`config.mk`:
```
export PLATFORM = sky130hd
export DESIGN_NAME = queue_dispatcher_flat
export DESIGN_NICKNAME = d
export VERILOG_FILES = /design/src/rtl/queue_dispatcher_if.sv /design/src/rtl/queue_dispatcher.sv /design/src/flat_wrapper.sv
export SDC_FILE = /design/constraint.sdc
export NUM_CORES = 1
export LEC_CHECK = 0
export CORE_MARGIN = 4
export CORE_UTILIZATION = 45
export CTS_CLUSTER_SIZE = 14
export DETAILED_ROUTE_END_ITERATION = 7
export HOLD_SLACK_MARGIN = 0.12
export PLACE_DENSITY = 0.89
export SYNTH_ARGS = -nofsm -noshare
export SYNTH_HDL_FRONTEND = slang
export SYNTH_SLANG_ARGS = --single-unit
```
`constraint.sdc`:
```
create_clock -name clock -period 5.49 [get_ports clock]
set_clock_uncertainty 0.05 [all_clocks]
set_input_delay 0.8235 -clock clock [delete_from_list [all_inputs] [get_ports clock]]
set_output_delay 0.8235 -clock clock [all_outputs]
set_load 0.02 [all_outputs]
```
`src/rtl/queue_dispatcher_if.sv`:
```
// Dispatcher-side bundle: arbiter handshake, FWFT queue heads/pops and downstream transaction port.
interface queue_dispatcher_if #(
  parameter int NUMBER_OF_QUEUES = 4,
  parameter int DATA_WIDTH       = 32
);
  localparam int SEL_W = $clog2(NUMBER_OF_QUEUES);

  logic                                        valid;
  logic [SEL_W-1:0]                            selection;
  logic                                        update;
  logic [NUMBER_OF_QUEUES-1:0][DATA_WIDTH-1:0] q_data;
  logic [NUMBER_OF_QUEUES-1:0]                 q_empty;
  logic [NUMBER_OF_QUEUES-1:0]                 q_pop;
  logic                                        m_valid;
  logic                                        m_ready;
  logic [DATA_WIDTH-1:0]                       m_data;
  logic [SEL_W-1:0]                            m_source;

  modport master (
    input  valid, selection, q_data, q_empty, m_ready,
    output q_pop, m_valid, m_data, m_source, update
  );

  modport slave (
    output valid, selection, q_data, q_empty, m_ready,
    input  q_pop, m_valid, m_data, m_source, update
  );
endinterface

```
`src/rtl/queue_dispatcher.sv`:
```
// Moves one word from the arbiter-selected queue to the downstream port per transaction,
// signalling completion to the arbiter and keeping saturating per-queue served counts.
module queue_dispatcher #(
  parameter int NUMBER_OF_QUEUES = 4,
  parameter int DATA_WIDTH       = 32,
  parameter int COUNT_WIDTH      = 16
) (
  input  logic                                         clock,
  input  logic                                         reset,
  queue_dispatcher_if.master                           bus,
  input  logic                                         clear_counts,
  output logic [NUMBER_OF_QUEUES-1:0][COUNT_WIDTH-1:0] served_count
);
  localparam int SEL_W = $clog2(NUMBER_OF_QUEUES);
  localparam logic [COUNT_WIDTH-1:0] CNT_ONE = COUNT_WIDTH'(1);

  typedef enum logic [1:0] {IDLE, SEND, RELEASE} state_t;

  state_t                state, state_d;
  logic [SEL_W-1:0]      sel_r;
  logic [DATA_WIDTH-1:0] data_r;
  logic                  accept, handshake;

  always_ff @(posedge clock) begin
    if (reset) state <= IDLE;
    else       state <= state_d;
  end

  // Arbiter inputs are only looked at in IDLE, so a transaction can never be re-targeted.
  always_comb begin
    state_d   = state;
    accept    = 1'b0;
    handshake = 1'b0;
    case (state)
      IDLE: if (bus.valid && !bus.q_empty[bus.selection]) begin
        accept  = 1'b1;
        state_d = SEND;
      end
      SEND: if (bus.m_ready) begin
        handshake = 1'b1;
        state_d   = RELEASE;
      end
      RELEASE: state_d = IDLE;
      default: state_d = IDLE;
    endcase
  end

  // The word is captured at accept, so the pop can retire the head while SEND is still held.
  always_ff @(posedge clock) begin
    if (reset) begin
      sel_r       <= '0;
      data_r      <= '0;
      bus.q_pop   <= '0;
      bus.m_valid <= 1'b0;
      bus.update  <= 1'b0;
    end else begin
      bus.q_pop <= '0;
      if (accept) begin
        sel_r                     <= bus.selection;
        data_r                    <= bus.q_data[bus.selection];
        bus.q_pop[bus.selection]  <= 1'b1;
        bus.m_valid               <= 1'b1;
        bus.update                <= 1'b1;
      end else if (handshake) begin
        bus.m_valid <= 1'b0;
        bus.update  <= 1'b0;
      end
    end
  end

  assign bus.m_data   = data_r;
  assign bus.m_source = sel_r;

  always_ff @(posedge clock) begin
    if (reset || clear_counts) begin
      served_count <= '0;
    end else if (handshake) begin
      for (int i = 0; i < NUMBER_OF_QUEUES; i++)
        if (sel_r == SEL_W'(i) && served_count[i] != '1)
          served_count[i] <= served_count[i] + CNT_ONE;
    end
  end
endmodule

```
`src/flat_wrapper.sv`:
```
// flat-port wrapper written by rule: the top's interface ports become plain ports
module queue_dispatcher_flat 
#(
  parameter int NUMBER_OF_QUEUES = 4,
  parameter int DATA_WIDTH       = 32,
  parameter int COUNT_WIDTH      = 16
)
  (clock, reset, clear_counts, served_count, bus_valid, bus_selection, bus_q_data, bus_q_empty, bus_m_ready, bus_q_pop, bus_m_valid, bus_m_data, bus_m_source, bus_update);
  queue_dispatcher_if #(.NUMBER_OF_QUEUES(NUMBER_OF_QUEUES), .DATA_WIDTH(DATA_WIDTH)) bus_i ();
  input  logic clock;
  input  logic reset;
  input  logic clear_counts;
  output logic [NUMBER_OF_QUEUES-1:0][COUNT_WIDTH-1:0] served_count;
  input wire logic [$bits(bus_i.valid)-1:0] bus_valid;
  input wire logic [$bits(bus_i.selection)-1:0] bus_selection;
  input wire logic [$bits(bus_i.q_data)-1:0] bus_q_data;
  input wire logic [$bits(bus_i.q_empty)-1:0] bus_q_empty;
  input wire logic [$bits(bus_i.m_ready)-1:0] bus_m_ready;
  output wire logic [$bits(bus_i.q_pop)-1:0] bus_q_pop;
  output wire logic [$bits(bus_i.m_valid)-1:0] bus_m_valid;
  output wire logic [$bits(bus_i.m_data)-1:0] bus_m_data;
  output wire logic [$bits(bus_i.m_source)-1:0] bus_m_source;
  output wire logic [$bits(bus_i.update)-1:0] bus_update;
  assign bus_i.valid = bus_valid;
  assign bus_i.selection = bus_selection;
  assign bus_i.q_data = bus_q_data;
  assign bus_i.q_empty = bus_q_empty;
  assign bus_i.m_ready = bus_m_ready;
  assign bus_q_pop = bus_i.q_pop;
  assign bus_m_valid = bus_i.m_valid;
  assign bus_m_data = bus_i.m_data;
  assign bus_m_source = bus_i.m_source;
  assign bus_update = bus_i.update;
  queue_dispatcher #(.NUMBER_OF_QUEUES(NUMBER_OF_QUEUES), .DATA_WIDTH(DATA_WIDTH), .COUNT_WIDTH(COUNT_WIDTH)) u_core (.clock(clock), .reset(reset), .bus(bus_i), .clear_counts(clear_counts), .served_count(served_count));
endmodule
```
==> impl_metrics.ini <==
[timing]
whs_ns = 0.409
tightest_slew_ns = 1.16
fmax_mhz = 349
finalCritPeriodShare_pct = 52.1
hold_viol_final = 0
setup_tns_ns = 0
maxSlewViolCount = 0
period_needed_ns = 2.86
rsz0062_at_grt = no
maxSlewHeadroom_pct = 22.4
setup_viol = 0

[yosys]
syn_area_um2 = 5430
synth_top_flop_cell = dfxtp_1
yosys-top-cells-area = dfxtp_1 39%, mux4_2 13%, xnor2_1 6.9%
synth_edf_count = 0
synthDominantCellAreaShare_pct = 38.7
async_flop_share_pct = 0
synth-seq-area-share_pct = 38.7
synth_common_cells = 105 x dfxtp_1, 97 x nand2_1, 64 x nor2_1
yosysWarnings = 0
synth-seq-cells = 105
yosysUniqueCellTypes = 49
synthCells = 587
syn_avg_cell_area_um2 = 9.25
synthesis.nets = 730
synth_area_leader_cell = dfxtp_1
synthMostInstantiatedCell = dfxtp_1

[global_route]
busiest_layer = met2
grt-ovfl-total = 0
use_met3_pct = 6.78
grt_use_met2_pct = 42.6
use_met1_pct = 24.8
antenna_found_initial = 1
track_usage_pct = 23.3
grt_pass1_wl_um = 26400
grt_pass1_vias = 5381
grt_max_degree = 62

[layout]
fin_nets = 955
fin_cells = 961
drive_gt1_share_pct = 9.18
fill_cells = 843
syn_to_final_growth_pct = 50.9

[clock_network]
root_buffer = clkbuf_16
clk_pin_slew_ns = 0.07
cts_buffers = 9
clk_latency_ns = 0.34
cts_resized = 0
cts_hold_buf = 0
htreeDepth = 3
cts_max_path_buffers = 2
cts_sinks = 105
cts_tree = built
post_cts_buffers = 0

[power_and_ir_drop]
power.density_nw_per_um2 = 210
vdd_ir_drop_max_mv = 0.126
p_leak_nw = 2.69

[setup_path]
crit_required_ns = 5.70
worst-setup-path-type = in2reg
crit_path_max_fanout = 40
cp-end-kind = flop
startpoint_type = input port
crit_arrival_ns = 3.07

[floorplanning]
core_area_um2 = 11600
start_util_pct = 46.8
rows = 39
die_x_um = 118
pin_count = 243
die_h_um = 118
die-area_um2 = 13900

[detailed_routing]
wl_um = 16800
via_per_inst = 5.57
detail-route-antenna-nets = 0
vias = 5348
routedWlPerCell_um = 17.4
drc = 0
drt-initial-drc-count = 476
dr.pass1.iters = 5

[placed_design]
numPortBuffers = 242
dp.cells = 944
dp_hpwl_um = 13100
routabilityCongestion = 0.880

[run]
cap_violations = 0

[min_path]
worstHoldPathType = reg2reg

[status]
outcome = completed
==> cells by family (layout without fill, tap and decap cells) <==
family,after synthesis,count (layout),share of synthesized area (%)
xor+xnor,47,47,7.58
simple gates,298,298,29.6
mux,35,35,13.8
fa+ha+maj,4,4,0.921
buf+inv,33,263,2.86
compound gates,65,65,6.54
flops,105,105,38.7
other cells,0,1,0
==> path summary, 6_finish.rpt <==
path	startpoint	to	slack [ns]	cells past startpoint
worst max-delay path	bus_selection[0]	u_core.bus.m_data[26]	2.63	7
worst min-delay path	u_core.bus.m_data[23]	u_core.bus.m_data[23]	0.41	2
worst max register to register	u_core.served_count[16]	u_core.served_count[23]	3.34	6
worst min register to register	u_core.bus.m_data[23]	u_core.bus.m_data[23]	0.41	2
==> layout make-up <==
| cell class | instances | area, µm² | share of cell area, % |
|---|---|---|---|
| multi-input combinational | 449 | 3180 | 38.8 |
| timing repair buffer | 244 | 2420 | 29.6 |
| sequential | 105 | 2100 | 25.6 |
| clock buffer | 11 | 243 | 2.96 |
| tap | 143 | 179 | 2.18 |
| clock inverter | 5 | 55.1 | 0.672 |
| inverter | 3 | 11.3 | 0.137 |
| antenna | 1 | 2.50 | 0.0305 |
==> sequential cells by signal, indices dropped and copies added, names as in the netlist <==
register             count
u_core.bus.m_valid       1
u_core.bus.q_pop         4
u_core.served_count     64
u_core.bus.m_source      2
u_core.state             2
u_core.bus.m_data       32
==> cells in the final DEF (no fill, tap or decap), types with 4 or more instances in the layout <==
| master | count |
|---|---|
| a21oi_1 | 46 |
| and3_1 | 8 |
| and4_1 | 4 |
| clkbuf_16 | 9 |
| clkdlybuf4s50_1 | 239 |
| dfxtp_1 | 105 |
| ha_1 | 4 |
| mux4_2 | 32 |
| nand2_1 | 97 |
| nand3_1 | 23 |
| nand4_1 | 16 |
| nor2_1 | 64 |
| nor3_1 | 26 |
| nor3b_1 | 5 |
| nor4_1 | 10 |
| nor4_2 | 5 |
| nor4b_1 | 6 |
| o21ai_0 | 10 |
| or3_1 | 6 |
| xnor2_1 | 43 |
| xor2_1 | 4 |
==> power by group <==
| part | internal [mW] | total, mW | switching (mW) |
|---|---|---|---|
| clock network | 0.365 | 0.642 | 0.278 |
| registers | 0.781 | 0.794 | 0.0130 |
| logic | 0.171 | 0.288 | 0.117 |
==> metal layers <==
metal | vias to the layer above | part of all wire (%)
li1 | 2574 | -
met1 | 2515 | 37
met2 | 224 | 53
met3 | 35 | 7.4
met4 | 0 | 2.7
met5 | - | 0
==> stage by stage <==
stage | utilization, % | worst slack (ns) | cell area (µm²) | total power, mW
3_3_place_gp | 68.0 | 2.45 | 7900 | 1.09
6_report | 70.6 | 2.63 | 8200 | 1.72
4_1_cts | 70.5 | 2.61 | 8190 | 1.74
5_1_grt | 70.6 | 2.29 | 8200 | 1.79
2_1_floorplan | - | 3.43 | 5430 | 0.941
3_5_place_dp | 68.0 | 2.26 | 7900 | 1.10
==> critical path: stages <==
cell and delay [ns]:
buf_2 0.07, buf_4 0.52, mux2i_1 0.27, nor2_1 0.10, nor3_4 0.93, nand2_1 0.15
a21oi_1 0.19
Power figures use the tool's default switching activity.
